File: config.mk
export PLATFORM = sky130hd
export DESIGN_NAME = wb_trace_buffer_flat
export DESIGN_NICKNAME = d
export VERILOG_FILES = /design/src/rtl/wb_trace_buffer_pkg.sv /design/src/rtl/wb_trace_buffer_if.sv /design/src/rtl/wb_trace_buffer_fifo.sv /design/src/rtl/wb_trace_buffer.sv /design/src/flat_wrapper.sv
export SDC_FILE = /design/constraint.sdc
export NUM_CORES = 1
export LEC_CHECK = 0
export BUFFER_PORTS_ARGS = -buffer_cell sky130_fd_sc_hd__clkbuf_2
export CAP_MARGIN = 10
export CORE_UTILIZATION = 60
export DETAILED_ROUTE_END_ITERATION = 12
export PLACE_DENSITY_LB_ADDON = 0.2
export SYNTH_ARGS = -nofsm -noshare
export SYNTH_HDL_FRONTEND = slang
export SYNTH_SLANG_ARGS = --single-unit
File: constraint.sdc
create_clock -name CK -period 7 [get_ports CK]
set_input_delay 1.4 -clock CK [delete_from_list [all_inputs] [get_ports CK]]
set_output_delay 1.4 -clock CK [all_outputs]
set_load 0.1 [all_outputs]
File: src/rtl/wb_trace_buffer_pkg.sv
// uP_trace_pkg: shared types and helpers for the writeback trace buffer.
// Build option: TRACE_FILTER_EN enables the capture address filter.
package uP_trace_pkg;

  localparam int SAT_W = 64;

  typedef enum logic [1:0] {
    ST_IDLE     = 2'd0,
    ST_RUN      = 2'd1,
    ST_DRAIN    = 2'd2,
    ST_FINISHED = 2'd3
  } trace_st_e;

  function automatic int entry_w(
    input int tsw,
    input int aw,
    input int dw
  );
    return tsw + aw + dw;
  endfunction

  // Increment v, clamping at the all-ones value of a w-bit field.
  function automatic logic [SAT_W-1:0] sat_inc(
    input logic [SAT_W-1:0] v,
    input int               w
  );
    logic [SAT_W-1:0] lim;
    lim = (w >= SAT_W) ? '1
        : ((SAT_W'(1) << w) - SAT_W'(1));
    return (v >= lim) ? lim : v + SAT_W'(1);
  endfunction

endpackage

File: src/rtl/wb_trace_buffer_if.sv
// wb_trace_buffer_if: writeback capture inputs and drain port.
// The buffer itself attaches through the slave modport.
interface wb_trace_buffer_if #(
  parameter int AW    = 5,
  parameter int DW    = 32,
  parameter int TSW   = 16,
  parameter int DEPTH = 16,
  parameter int DCW   = 16
);
  localparam int LW = $clog2(DEPTH) + 1;

  logic           IN_VALID;
  logic [AW-1:0]  IN_ADDR;
  logic [DW-1:0]  IN_DATA;
  logic           IN_DONE;
  logic [AW-1:0]  FILT_MASK;
  logic [AW-1:0]  FILT_MATCH;
  logic           OUT_VALID;
  logic           OUT_READY;
  logic [TSW-1:0] OUT_TS;
  logic [AW-1:0]  OUT_ADDR;
  logic [DW-1:0]  OUT_DATA;
  logic [LW-1:0]  LEVEL;
  logic           OVERFLOW;
  logic [DCW-1:0] DROP_CNT;
  logic           TRACE_DONE;

  modport master (
    output IN_VALID, IN_ADDR, IN_DATA, IN_DONE,
    output FILT_MASK, FILT_MATCH, OUT_READY,
    input  OUT_VALID, OUT_TS, OUT_ADDR, OUT_DATA,
    input  LEVEL, OVERFLOW, DROP_CNT, TRACE_DONE
  );

  modport slave (
    input  IN_VALID, IN_ADDR, IN_DATA, IN_DONE,
    input  FILT_MASK, FILT_MATCH, OUT_READY,
    output OUT_VALID, OUT_TS, OUT_ADDR, OUT_DATA,
    output LEVEL, OVERFLOW, DROP_CNT, TRACE_DONE
  );

endinterface

File: src/rtl/wb_trace_buffer_fifo.sv
// trace_fifo: generic synchronous FIFO, power-of-2 depth.
// Head data reads as zero while empty so outputs are clean after reset.
module trace_fifo #(
  parameter  int WIDTH = 53,
  parameter  int DEPTH = 16,
  localparam int PW    = $clog2(DEPTH),
  localparam int LW    = PW + 1
) (
  input  logic             clk,
  input  logic             rst_n,
  input  logic             i_push,
  input  logic [WIDTH-1:0] i_din,
  input  logic             i_pop,
  output logic [WIDTH-1:0] o_dout,
  output logic             o_full,
  output logic             o_empty,
  output logic [LW-1:0]    o_level
);

  logic [WIDTH-1:0] r_mem [DEPTH];
  logic [PW-1:0]    r_wr;
  logic [PW-1:0]    r_rd;
  logic [LW-1:0]    r_level;
  logic             w_full;
  logic             w_empty;
  logic             w_push;
  logic             w_pop;

  assign w_empty = (r_level == '0);
  assign w_full  = (r_level == LW'(DEPTH));
  assign w_pop   = i_pop & ~w_empty;
  assign w_push  = i_push & (~w_full | w_pop);

  // Pointer and occupancy bookkeeping
  always_ff @(posedge clk or negedge rst_n) begin
    if (!rst_n) begin
      r_wr    <= '0;
      r_rd    <= '0;
      r_level <= '0;
    end else begin
      if (w_push) r_wr <= r_wr + PW'(1);
      if (w_pop)  r_rd <= r_rd + PW'(1);
      r_level <= r_level + LW'(w_push) - LW'(w_pop);
    end
  end

  // Storage array, no reset needed
  always_ff @(posedge clk) begin
    if (w_push) r_mem[r_wr] <= i_din;
  end

  assign o_dout  = w_empty ? '0 : r_mem[r_rd];
  assign o_full  = w_full;
  assign o_empty = w_empty;
  assign o_level = r_level;

endmodule

File: src/rtl/wb_trace_buffer.sv
// wb_trace_buffer: timestamps writeback events and queues them for drain.
// Define TRACE_FILTER_EN to enable the FILT_MASK/FILT_MATCH address filter.
module wb_trace_buffer
  import uP_trace_pkg::*;
#(
  parameter int AW    = 5,
  parameter int DW    = 32,
  parameter int TSW   = 16,
  parameter int DEPTH = 16,
  parameter int DCW   = 16
) (
  input logic CK,
  input logic RESET_N,
  wb_trace_buffer_if.slave bus
);

  localparam int LW = $clog2(DEPTH) + 1;
  localparam int EW = entry_w(TSW, AW, DW);

  logic [TSW-1:0] r_ts;
  logic [DCW-1:0] r_drop;
  logic           r_ovf;
  logic           r_trace_done;
  trace_st_e      r_st;

  logic           w_pass;
  logic           w_done_seen;
  logic           w_capture;
  logic           w_pop;
  logic           w_push;
  logic           w_drop;
  logic           w_full;
  logic           w_empty;
  logic [LW-1:0]  w_level;
  logic [LW-1:0]  w_level_nxt;
  logic [EW-1:0]  w_din;
  logic [EW-1:0]  w_dout;

`ifdef TRACE_FILTER_EN
  assign w_pass = ((bus.IN_ADDR & bus.FILT_MASK)
                == (bus.FILT_MATCH & bus.FILT_MASK));
`else
  logic w_filt_unused;
  assign w_filt_unused = ^{bus.FILT_MASK, bus.FILT_MATCH};
  assign w_pass = 1'b1;
`endif

  // done is sticky: once the FSM leaves IDLE/RUN it never returns
  assign w_done_seen = (r_st == ST_DRAIN)
                    || (r_st == ST_FINISHED);
  assign w_capture   = bus.IN_VALID & ~w_done_seen
                     & w_pass;
  assign w_pop       = ~w_empty & bus.OUT_READY;
  assign w_push      = w_capture & (~w_full | w_pop);
  assign w_drop      = w_capture & w_full & ~w_pop;
  assign w_din       = {r_ts, bus.IN_ADDR, bus.IN_DATA};
  assign w_level_nxt = w_level + LW'(w_push)
                     - LW'(w_pop);

  trace_fifo #(
    .WIDTH (EW),
    .DEPTH (DEPTH)
  ) u_fifo (
    .clk     (CK),
    .rst_n   (RESET_N),
    .i_push  (w_push),
    .i_din   (w_din),
    .i_pop   (w_pop),
    .o_dout  (w_dout),
    .o_full  (w_full),
    .o_empty (w_empty),
    .o_level (w_level)
  );

  // Free-running timestamp, wraps naturally
  always_ff @(posedge CK or negedge RESET_N) begin
    if (!RESET_N) r_ts <= '0;
    else          r_ts <= r_ts + TSW'(1);
  end

  // Drop counter (saturating) and sticky overflow flag
  always_ff @(posedge CK or negedge RESET_N) begin
    if (!RESET_N) begin
      r_drop <= '0;
      r_ovf  <= 1'b0;
    end else if (w_drop) begin
      r_drop <= DCW'(sat_inc(SAT_W'(r_drop), DCW));
      r_ovf  <= 1'b1;
    end
  end

  // Drain FSM; TRACE_DONE registered from next done/level state
  always_ff @(posedge CK or negedge RESET_N) begin
    if (!RESET_N) begin
      r_st         <= ST_IDLE;
      r_trace_done <= 1'b0;
    end else begin
      r_trace_done <= (w_done_seen | bus.IN_DONE)
                    & (w_level_nxt == '0);
      unique case (r_st)
        ST_IDLE: begin
          if (bus.IN_DONE)    r_st <= ST_DRAIN;
          else if (w_capture) r_st <= ST_RUN;
        end
        ST_RUN: begin
          if (bus.IN_DONE) r_st <= ST_DRAIN;
        end
        ST_DRAIN: begin
          if (w_level_nxt == '0) r_st <= ST_FINISHED;
        end
        ST_FINISHED: r_st <= ST_FINISHED;
        default:     r_st <= ST_IDLE;
      endcase
    end
  end

  assign {bus.OUT_TS, bus.OUT_ADDR, bus.OUT_DATA} = w_dout;
  assign bus.OUT_VALID  = ~w_empty;
  assign bus.LEVEL      = w_level;
  assign bus.OVERFLOW   = r_ovf;
  assign bus.DROP_CNT   = r_drop;
  assign bus.TRACE_DONE = r_trace_done;

endmodule

File: src/flat_wrapper.sv
// flat-port wrapper written by rule: the top's interface ports become plain ports
module wb_trace_buffer_flat import uP_trace_pkg::*;
#(
  parameter int AW    = 5,
  parameter int DW    = 32,
  parameter int TSW   = 16,
  parameter int DEPTH = 16,
  parameter int DCW   = 16
)
  (CK, RESET_N, bus_IN_VALID, bus_IN_ADDR, bus_IN_DATA, bus_IN_DONE, bus_FILT_MASK, bus_FILT_MATCH, bus_OUT_READY, bus_OUT_VALID, bus_OUT_TS, bus_OUT_ADDR, bus_OUT_DATA, bus_LEVEL, bus_OVERFLOW, bus_DROP_CNT, bus_TRACE_DONE);
  wb_trace_buffer_if #(.AW(AW), .DW(DW), .TSW(TSW), .DEPTH(DEPTH), .DCW(DCW)) bus_i ();
  input logic CK;
  input logic RESET_N;
  input wire logic [$bits(bus_i.IN_VALID)-1:0] bus_IN_VALID;
  input wire logic [$bits(bus_i.IN_ADDR)-1:0] bus_IN_ADDR;
  input wire logic [$bits(bus_i.IN_DATA)-1:0] bus_IN_DATA;
  input wire logic [$bits(bus_i.IN_DONE)-1:0] bus_IN_DONE;
  input wire logic [$bits(bus_i.FILT_MASK)-1:0] bus_FILT_MASK;
  input wire logic [$bits(bus_i.FILT_MATCH)-1:0] bus_FILT_MATCH;
  input wire logic [$bits(bus_i.OUT_READY)-1:0] bus_OUT_READY;
  output wire logic [$bits(bus_i.OUT_VALID)-1:0] bus_OUT_VALID;
  output wire logic [$bits(bus_i.OUT_TS)-1:0] bus_OUT_TS;
  output wire logic [$bits(bus_i.OUT_ADDR)-1:0] bus_OUT_ADDR;
  output wire logic [$bits(bus_i.OUT_DATA)-1:0] bus_OUT_DATA;
  output wire logic [$bits(bus_i.LEVEL)-1:0] bus_LEVEL;
  output wire logic [$bits(bus_i.OVERFLOW)-1:0] bus_OVERFLOW;
  output wire logic [$bits(bus_i.DROP_CNT)-1:0] bus_DROP_CNT;
  output wire logic [$bits(bus_i.TRACE_DONE)-1:0] bus_TRACE_DONE;
  assign bus_i.IN_VALID = bus_IN_VALID;
  assign bus_i.IN_ADDR = bus_IN_ADDR;
  assign bus_i.IN_DATA = bus_IN_DATA;
  assign bus_i.IN_DONE = bus_IN_DONE;
  assign bus_i.FILT_MASK = bus_FILT_MASK;
  assign bus_i.FILT_MATCH = bus_FILT_MATCH;
  assign bus_i.OUT_READY = bus_OUT_READY;
  assign bus_OUT_VALID = bus_i.OUT_VALID;
  assign bus_OUT_TS = bus_i.OUT_TS;
  assign bus_OUT_ADDR = bus_i.OUT_ADDR;
  assign bus_OUT_DATA = bus_i.OUT_DATA;
  assign bus_LEVEL = bus_i.LEVEL;
  assign bus_OVERFLOW = bus_i.OVERFLOW;
  assign bus_DROP_CNT = bus_i.DROP_CNT;
  assign bus_TRACE_DONE = bus_i.TRACE_DONE;
  wb_trace_buffer #(.AW(AW), .DW(DW), .TSW(TSW), .DEPTH(DEPTH), .DCW(DCW)) u_core (.CK(CK), .RESET_N(RESET_N), .bus(bus_i));
endmodule
-- Word-level counts from Yosys, hierarchy flattened
Memories as Yosys holds them, arrays and structs flattened.
Index checks and enable logic that the tools add are counted.
- $lt $le $gt $ge: 1
- bitwise logic cells: 15
- add/subtract/negate cells: 8
- equality and inequality tests: 7
- multiplexer cells: 9
- reductions and logical operators: 5
- operator list (kind ; number):
    2-to-1 mux 53 bit ; 1
    adder 16 x 1 -> 16 bit (second input constant) ; 2
    greater-or-equal comparator 16 bit (second input constant) ; 1
    2-to-1 mux 16 bit ; 1
    adder 5 x 1 -> 5 bit ; 2
    logical NOT 5 bit ; 2
    subtractor 5 x 1 -> 5 bit ; 2
    adder 4 x 1 -> 4 bit (second input constant) ; 2
    bitwise AND 1 bit ; 8
    2-to-1 mux 2 bit ; 4
    one-hot mux 2 bit (4 select lines) ; 1
    equality test 5 bit (second input constant) ; 1
    equality test 2 bit (second input constant) ; 2
    inequality test 2 bit (second input constant) ; 2
    inverter 1 bit ; 4
    inequality test 3 x 2 -> 1 bit (second input constant) ; 1
    bitwise OR 1 bit ; 3
    AND reduction 3 bit ; 1
    equality test 2 x 1 -> 1 bit (second input constant) ; 1
    logical NOT 2 bit ; 1
    2-to-1 mux 1 bit ; 2
    logical OR 1 bit ; 1
- memory bits (writable): 848
- memories: 1
- word-level logic and storage cells: 54
- register bits after elaboration: 49
- memories (name ; words ; width ; read ports ; clocked after memory_dff ; write ports ; RTL line ; RTL):
    u_core.u_fifo.r_mem ; 16 ; 53 ; 1 ; 0 ; 1 ; wb_trace_buffer_fifo.sv:20 ; logic [WIDTH-1:0] r_mem [DEPTH];

-- Logic depth before layout (Yosys ltp)
Gate-level depths: netlist of the first run.
- depth after elaboration: 10
- mapped depth: 16

-- By module
From an unflattened synthesis of the first run, not the netlist that was laid out.
- cell total of the unflattened synthesis: 1562
- area, all modules: 34352.9 µm²
- modules (own cells, without submodules) (module ; sequential area each (µm²) ; cells each ; area an instance (µm²) ; times used):
    trace_fifo ; 25789.7 ; 1387 ; 32511.2 ; 1
    wb_trace_buffer ; 875.8 ; 175 ; 1841.8 ; 1

-- Worst setup path before layout of the first run
Ideal clock, no wire load.
- path type: register to register
- start: register u_core.u_fifo.r_level[2] (netlist: u_core.u_fifo.o_level[2])
- end: memory u_core.u_fifo.r_mem[3][0] (enable)
- arrival: 5.817 ns
- buffers on the path: 0
- clock period less this slack: 6.346 ns
- cell stages (with the launch flop): 8
- setup time: 0.529 ns
- data required time: 6.471 ns
- setup slack: 0.654 ns
- path through: dfrtp_1 > inv_1 > ha_1 > or3b_4 > nor3_1 > nor2_1 > nand2_1 > nor3_1
- cells in the longest elaborated chain, start to end: 8
- elaborated cells on any way between the ends: 12
- those cells by class: 1 x eq/ne; 2 x mux; 8 x bitwise; 1 x reduce/logical
- ends and longest elaborated chain (item ; RTL line ; RTL):
    from (decl) ; wb_trace_buffer_fifo.sv:23 ; logic [LW-1:0] r_level;
    from (signal assigned) ; wb_trace_buffer_fifo.sv:43 ; r_level <= r_level + LW'(w_push) - LW'(w_pop);
    logical NOT 5 bit ; wb_trace_buffer_fifo.sv:29 ; assign w_empty = (r_level == '0);
    inverter 1 bit ; wb_trace_buffer_fifo.sv:31, wb_trace_buffer.sv:53 ;
    bitwise AND 1 bit ; wb_trace_buffer.sv:53 ; assign w_pop = ~w_empty & bus.OUT_READY;
    bitwise OR 1 bit / bitwise AND 1 bit (equally long branches) ; wb_trace_buffer.sv:54, wb_trace_buffer_fifo.sv:31 ;
    bitwise AND 1 bit / bitwise OR 1 bit (equally long branches) ; wb_trace_buffer.sv:54, wb_trace_buffer_fifo.sv:32 ;
    bitwise AND 1 bit * ; wb_trace_buffer_fifo.sv:32 ; assign w_push = i_push & (~w_full | w_pop);
    2-to-1 mux 1 bit * ; wb_trace_buffer_fifo.sv:49 ; if (w_push) r_mem[r_wr] <= i_din;
    2-to-1 mux 1 bit (implied by the code) * ; wb_trace_buffer_fifo.sv:49 ;
    to (decl) ; wb_trace_buffer_fifo.sv:20 ;
Mark *: on every way between the ends. The rest lies on a longest branch, timed or not.

-- Worst setup path after layout of the first run
- start: register u_core.u_fifo.r_level[3] (netlist: u_core.u_fifo.o_level[3])
- end: output port bus_OUT_TS[8]
- cells in the longest elaborated chain, start to end: 2
- ends and longest elaborated chain (item ; RTL line ; RTL):
    logical NOT 5 bit ; wb_trace_buffer_fifo.sv:29 ;
    2-to-1 mux 53 bit ; wb_trace_buffer_fifo.sv:52 ; assign o_dout = w_empty ? '0 : r_mem[r_rd];
    to (decl) ; flat_wrapper.sv:22 ; output wire logic [$bits(bus_i.OUT_TS)-1:0] bus_OUT_TS;
No other way between the ends.

==> results.md, run 1 <==
- Design area: 0.0389 sq mm
- Synth top area share: ~74%
- Pleak: 0.0130 uW
- Mapped Area: between 0.03 and 0.04 sq mm
- Final Cycle Share: 78.7%
- Die Span X: between 200 and 250 um
- Vias in the first global route: between 15000 and 20000
- Final setup violation count: 0
- Critical R2R Launch: u_core.u_fifo.o_level[3]$_DFF_PN0_
- Clk pwr share: approximately 28%
- First-pass GRT wire length: ~110000 um
- Share of cells above drive strength 1: 28.6%
- Startpoint Class: flop
- Setup repair after global routing missed its margin: false
- Status: finished, final reports clean
- CP arrival: approximately 4 ns
- Die Y-Extent: ~240 um
- Die ar.: just under 0.06 sq mm
- Slew headroom: between 20% and 30%
- Worst-Skew Late Latency: 0.63 ns
- DR iter-0 viols: 1467
- Clock Root Buffer: clkbuf_16
- Post-route setup TNS: 0 ns
- CTS-repair resized insts: 0
- Ys async rst share: 5.36%
- Flip-flop and latch count after synthesis: around 900
- 1st-pass router iterations: 5
- CP endpoint kind: primary output
- Final hold vios: 0
- TritonCTS clock tree: yes
- Most common library cell in the layout ignoring fill and taps: edfxtp_1
- Post-CTS Setup Inserts: 0
- Clk_skew: approximately 0.019 ns
- Antenna-violating nets left: 0
- Core ar.: 0.0566 sq mm
- WL/cell: ~28 um
- Actual transition at the worst max-transition pin: about 1.2 ns
- Reg clk slew, reported paths: 0.05 ns
- ANT cells: 0
- Fill cell count: about 3500
- Gate power share: 33.1%
- Critical path peak fanout: 28
- Largest net degree at the start of global routing: 70
- Distinct cells, synth: 38
- GRT overflow: 0
- Syn Nets: around 1600
- H-Tree Depth: 3
- Area Overhead vs Synth: 12.9%
- Switching Fraction: a little under two fifths
- DR vias: 16231
- Final net count: roughly 1800
- Placed inst area: 0.0362 sq mm
- I/O pin count: ~130
- Hold Path Class: reg -> reg
- Most frequent cells in the layout: 848 x edfxtp_1, 212 x mux4_2, 118 x clkbuf_2
- Part of the power in registers: 38.6%
- Port Buffers: about 120
- Total clock sinks: about 900
- Cts hold-fix bufs: 0
- Net Sw Power: approximately 5800 uW
- Min cycle time layout: approximately 5.5 ns
- Gate Count Post-Synth: ~1500
- Synth area leaders: edfxtp_1 74%, mux4_2 14%, dfrtp_1 3.5%
- # rows: between 80 and 90
- Initial antenna violation count: 0
- Hold Startpoint: u_core.r_st[1]$_DFFE_PN0P_
- Gr usage total: between 20 and 25%
- Area leader, netlist: edfxtp_1
- Vias per cell: between 6 and 7
- Detailed Place HPWL: 35800 um
- Peak VDD IR: about 400 uV
- GP Congestion: between 0.7 and 0.8
- Synthesis Warnings: 0
- Number of flops mapped to enable cells by yosys: between 800 and 900
- Pwr Density: a little over 400 mW/mm^2
- Fin. max-slew vios: 0
- Synth Area per Inst: about 22 sq um
- Clock Path Buffers: 3
- DR DRC count: 0
- Initial cell density of the core: between 60% and 70%
- CTS Buf Count: 88
- Max Freq: between 150 and 200 MHz
- Pint: roughly 10000 uW
- Setup crit start: u_core.u_fifo.o_level[3]$_DFF_PN0_
- Worst Path Required: 5.60 ns
- Synth Flop Type: edfxtp_1
- Worst Path Class, Setup: reg -> out
- Max Cap Viol: 0
- Register area share after synthesis: between 70% and 80%
- Routed WL: approximately 71000 um
[per-stage QoR]
| step | setup WS (ns) | util (%) | cells | power [uW] | hold slack, ns |
|---|---|---|---|---|---|
| after floorplan | 0.654 | - | 1542 | 10500 | 0.435 |
| after global placement | 2.17 | 63.9 | 2380 | 11500 | 0.449 |
| after detailed placement | 2.12 | 63.9 | 2380 | 11500 | 0.463 |
| after CTS | 1.43 | 68.8 | 2540 | 16000 | 0.483 |
| after global routing | 1.42 | 68.8 | 2540 | 16400 | 0.492 |
| final | 1.49 | 68.8 | 2540 | 15800 | 0.481 |
[synthesized netlist by cell type, types with 2 or more instances]
library cell / count
and3_1: 10
buf_2: 36
nand3_1: 12
a21o_1: 2
nand2b_1: 7
clkbuf_1: 37
xor2_1: 16
a21oi_1: 9
and2_1: 2
edfxtp_1: 848
dfrtp_1: 48
mux2i_1: 106
nor2_1: 25
mux4_2: 212
o22ai_1: 53
xnor2_1: 20
buf_1: 2
fa_1: 2
inv_1: 15
nor3_1: 11
nand2_1: 27
nor2b_1: 2
nand4_1: 10
ha_1: 16
[layer usage]
| layer | share of wire (%) | track usage, % | up-vias |
|---|---|---|---|
| li1 | - | - | 6803 |
| met1 | 41 | 34.9 | 8681 |
| met2 | 51 | 41.5 | 625 |
| met3 | 6.1 | 3.85 | 122 |
| met4 | 2.2 | 6.76 | 0 |
| met5 | 0 | 0 | - |
[registers in the layout (all words and copies together), names as in the netlist]
name                   cells
u_core.r_st                1
u_core.bus.DROP_CNT       16
u_core.u_fifo.r_rd         4
u_core.u_fifo.r_mem      848
u_core.r_ts               16
u_core.bus.TRACE_DONE      1
u_core.bus.OVERFLOW        1
u_core.u_fifo.o_level      5
u_core.u_fifo.r_wr         4
[area by class of cell]
| class | instances | area [sq um] | share of cell area, % |
|---|---|---|---|
| flip-flops and latches | 896 | 26700 | 68.5 |
| multi-input cells | 555 | 7530 | 19.3 |
| clock buffers | 111 | 2310 | 5.93 |
| repair buffers | 158 | 991 | 2.55 |
| well taps | 756 | 946 | 2.43 |
| clock inverters | 49 | 420 | 1.08 |
| inverters | 15 | 56.3 | 0.145 |
[power groups by stage]
stage | clock (uW) | combinational, uW | sequential, uW
floorplan | 0 | 4350 | 6150
global placement | 0 | 5230 | 6220
detailed placement | 0 | 5270 | 6230
CTS | 4550 | 5290 | 6120
global route | 4760 | 5470 | 6120
finish | 4490 | 5240 | 6110
[cell families (layout without fill, tap and decap cells)]
family	Yosys count	in the layout	synth area share, %
xor gates and xnor gates	36	36	0.915
AOI/OAI and AO/OA	67	67	1.19
and+or+nand+nor	114	114	1.71
DFF	896	896	77.4
adders and majority gates	18	18	0.697
muxes	320	320	17.0
buffers and inverters	91	333	1.14
[critical path, cell delays in order, from the launching register on]
cell and delay (ns):
dfrtp_1 0.41, inv_1 0.09, ha_1 0.14, or3b_4 0.40, nand2b_1 0.26, nand2b_2 0.76
buf_4 0.59, o22ai_1 0.35, clkbuf_2 0.46
[path summary, 6_finish.rpt]
kind | to | slack [ns] | cells past startpoint
setup / recovery | bus_OUT_TS[8] | 1.49 | 8
hold reg to reg | u_core.r_st[1]$_DFFE_PN0P_ | 0.48 | 1
max in group asynchronous | u_core.u_fifo.r_rd[0]$_DFFE_PN0N_ | 5.61 | 2
min in group asynchronous | u_core.bus.DROP_CNT[14]$_DFFE_PN0P_ | 0.88 | 2
setup reg to reg | u_core.bus.TRACE_DONE$_DFF_PN0_ | 3.60 | 15
hold / removal | u_core.r_st[1]$_DFFE_PN0P_ | 0.48 | 1
(Power assumes the default switching activity.)
==> inputs of run 2 (changes only) <==
==> constraint.sdc (replaced) <==
create_clock -name CK -period 5.57 [get_ports CK]
set_input_delay 1.114 -clock CK [delete_from_list [all_inputs] [get_ports CK]]
set_output_delay 1.114 -clock CK [all_outputs]
set_load 0.1 [all_outputs]
==> run 2 against run 1 <==
- wire length down 2.1%
- clock skew rose by 0.0034 ns
- power is 25% higher
- combinational power increased by 26%
- highest routed layer is now met5
- utilization rose by 0.19 points
- cell area up 0.28%
==> results.md, run 2 (synthesized netlist as in run 1, its figures left out) <==
- Critical path peak fanout: 53 (was 28)
- Switching Fraction: 36.3% (was 36.7%)
- Fill cell count: 3478 (was 3490)
- Pwr Density: 509 mW/mm^2 (was 407 mW/mm^2)
- Detailed Place HPWL: 34700 um (was 35800 um)
- Initial cell density of the core: 60.9% (unchanged)
- Reg clk slew, reported paths: 0.06 ns (was 0.05 ns)
- Critical Path Max Stage Delay: 0.75 ns (was 0.76 ns)
- Clock Root Buffer: clkbuf_16 (unchanged)
- Initial antenna violation count: 2 (was 0)
- Worst Path Class, Setup: reg -> out (unchanged)
- Vias per cell: 6.34 (was 6.39)
- Cts hold-fix bufs: 0 (unchanged)
- TritonCTS clock tree: yes (unchanged)
- Final hold vios: 0 (unchanged)
- 1st-pass router iterations: 5 (unchanged)
- Most common library cell in the layout ignoring fill and taps: edfxtp_1 (unchanged)
- Setup repair after global routing missed its margin: false (unchanged)
- Die Span X: 242 um (unchanged)
- Final setup violation count: 0 (unchanged)
- Place WS: 1.38 ns (was 2.12 ns)
- Design area: 0.0390 sq mm (was 0.0389 sq mm)
- H-Tree Depth: 3 (unchanged)
- GRT overflow: 0 (unchanged)
- ANT cells: 0 (unchanged)
- Post-route setup TNS: 0 ns (unchanged)
- Max Used Layer: met5 (was met4)
- Largest register FFs: 848 (unchanged)
- Overall power: 19900 uW (was 15800 uW)
- Max Cap Viol: 0 (unchanged)
- Vias in the first global route: 16825 (was 16916)
- CTS Buf Count: 87 (was 88)
- Clk_skew: 0.0226 ns (was 0.0192 ns)
- Final core occ: 69.0% (was 68.8%)
- Placed inst area: 0.0363 sq mm (was 0.0362 sq mm)
- Biggest register: u_core.u_fifo.r_mem (unchanged)
- Worst Path Required: 4.46 ns (was 5.60 ns)
- Port Buffers: 118 (unchanged)
- Final worst slack: 0.797 ns (was 1.49 ns)
- First-pass GRT wire length: 105000 um (was 107000 um)
- Status: finished, final reports clean (unchanged)
- Largest net degree at the start of global routing: 58 (was 70)
- Worst-Skew Late Latency: 0.64 ns (was 0.63 ns)
- Min cycle time layout: roughly 4.8 ns
- Gate power share: 33.3% (was 33.1%)
- Max Freq: about 210 MHz
- Die Y-Extent: 242 um (unchanged)
- CTS-repair resized insts: 0 (unchanged)
- Core ar.: 0.0566 sq mm (unchanged)
- Startpoint Class: flop (unchanged)
- Fin. max-slew vios: 0 (unchanged)
- CP arrival: 3.66 ns (was 4.11 ns)
- CP endpoint kind: primary output (unchanged)
- DR DRC count: 0 (unchanged)
- Total clock sinks: 896 (unchanged)
- Final Cycle Share: between 80% and 90%
- Routed WL: 69500 um (was 71000 um)
- WL met3: 4310 um (was 4330 um)
- Pleak: 0.0130 uW (about the same)
- Hold Path Class: reg -> reg (unchanged)
- Most frequent cells in the layout: 848 x edfxtp_1, 212 x mux4_2, 118 x clkbuf_2 (unchanged)
- CP Cell Sequence: inv_1 -> ha_1 -> or3b_4 -> nand2b_1 -> nand2b_4 -> o22ai_1 -> clkbuf_2 (was inv_1 -> ha_1 -> or3b_4 -> nand2b_1 -> nand2b_2 -> buf_4 -> o22ai_1 -> clkbuf_2)
- WL/cell: 27.4 um (was 27.9 um)
- Share of cells above drive strength 1: 28.4% (was 28.6%)
- Post-CTS Setup Inserts: 0 (unchanged)
- Pint: 12600 uW (was 10000 uW)
- Slew headroom: 22.3% (was 21.3%)
- Net Sw Power: 7210 uW (was 5810 uW)
- Final net count: 1785 (was 1784)
- Gr usage total: 24.4% (was 24.9%)
- Actual transition at the worst max-transition pin: 1.16 ns (was 1.18 ns)
- Clock Path Buffers: 3 (unchanged)
- Part of the power in registers: 38.5% (was 38.6%)
- Die ar.: 0.0584 sq mm (unchanged)
- DR iter-0 viols: 1428 (was 1467)
- I/O pin count: 129 (unchanged)
- Met2 Routed Length: 35100 um (was 36300 um)
- Metal-1 WL: 28700 um (was 28800 um)
- Slowest library cell on the worst path: o22ai_1 (was nand2b_2)
- # rows: 87 (unchanged)
- Antenna-violating nets left: 0 (unchanged)
- Clk pwr share: 28.2% (was 28.3%)
- Area Overhead vs Synth: 13.2% (was 12.9%)
- GP Congestion: 0.736 (was 0.735)
- Peak VDD IR: 521 uV (was 399 uV)
- DR vias: 16094 (was 16231)
==> run 2: changes by cell type in the layout (fill, tap and decap cells not counted), moves of 2 or more <==
cell / before / now
nor3_4: 0 / 4
clkinv_2: 10 / 6
inv_6: 4 / 1
buf_4: 32 / 27
buf_12: 8 / 15
clkbuf_1: 22 / 27
nor3_2: 4 / 0
clkbuf_16: 89 / 91
==> run 2: metal layers <==
layer	vias to the layer above	global-route usage (%)
met5	-	0
met4	2	7.13
met3	104	3.75
met2	595	39.7
met1	8590	34.9
li1	6803	-
==> run 2: final cells by class <==
type,instances,area [sq um],share of cell area [%]
flip-flops and latches,896,26700,68.3
multi-input cells,555,7560,19.4
clock buffers,119,2390,6.13
repair buffers,160,1090,2.80
well taps,756,946,2.42
clock inverters,39,315,0.808
inverters,15,56.3,0.144
==> run 2: path summary, 6_finish.rpt <==
kind / slack [ns] / end / startpoint / cells after the start
setup / recovery: 0.80 / bus_OUT_TS[7] / u_core.u_fifo.o_level[2]$_DFF_PN0_ / 7
hold / removal: 0.47 / u_core.bus.OVERFLOW$_DFFE_PN0P_ / u_core.bus.OVERFLOW$_DFFE_PN0P_ / 1
setup reg to reg: 2.06 / u_core.u_fifo.r_mem[6][8]$_DFFE_PP_ / u_core.u_fifo.o_level[2]$_DFF_PN0_ / 8
hold reg to reg: 0.47 / u_core.bus.OVERFLOW$_DFFE_PN0P_ / u_core.bus.OVERFLOW$_DFFE_PN0P_ / 1
max in group asynchronous: 4.44 / u_core.u_fifo.r_rd[0]$_DFFE_PN0N_ / RESET_N / 2
min in group asynchronous: 0.57 / u_core.r_ts[0]$_DFF_PN0_ / RESET_N / 2
==> run 2: worst max-delay path: cells and delay by family, from the launching register on <==
kind,cells,cell delay [ns]
compound gates,1,0.75
simple gates,3,1.05
flops,1,0.37
buf+inv,2,0.63
fa+ha+maj,1,0.18
==> run 2: metrics by stage <==
step / instances / hold WS [ns]
2_1_floorplan: 1542 / 0.435
3_3_place_gp: 2382 / 0.450
3_5_place_dp: 2382 / 0.456
4_1_cts: 2540 / 0.477
5_1_grt: 2540 / 0.493
6_report: 2540 / 0.472
==> run 2: power groups by stage <==
stage	clock (uW)	sequential, uW	combinational, uW
after floorplan	0	7730	5470
after global placement	0	7780	6650
after detailed placement	0	7780	6700
after CTS	5700	7640	6710
after global routing	5960	7650	6930
final	5600	7630	6620
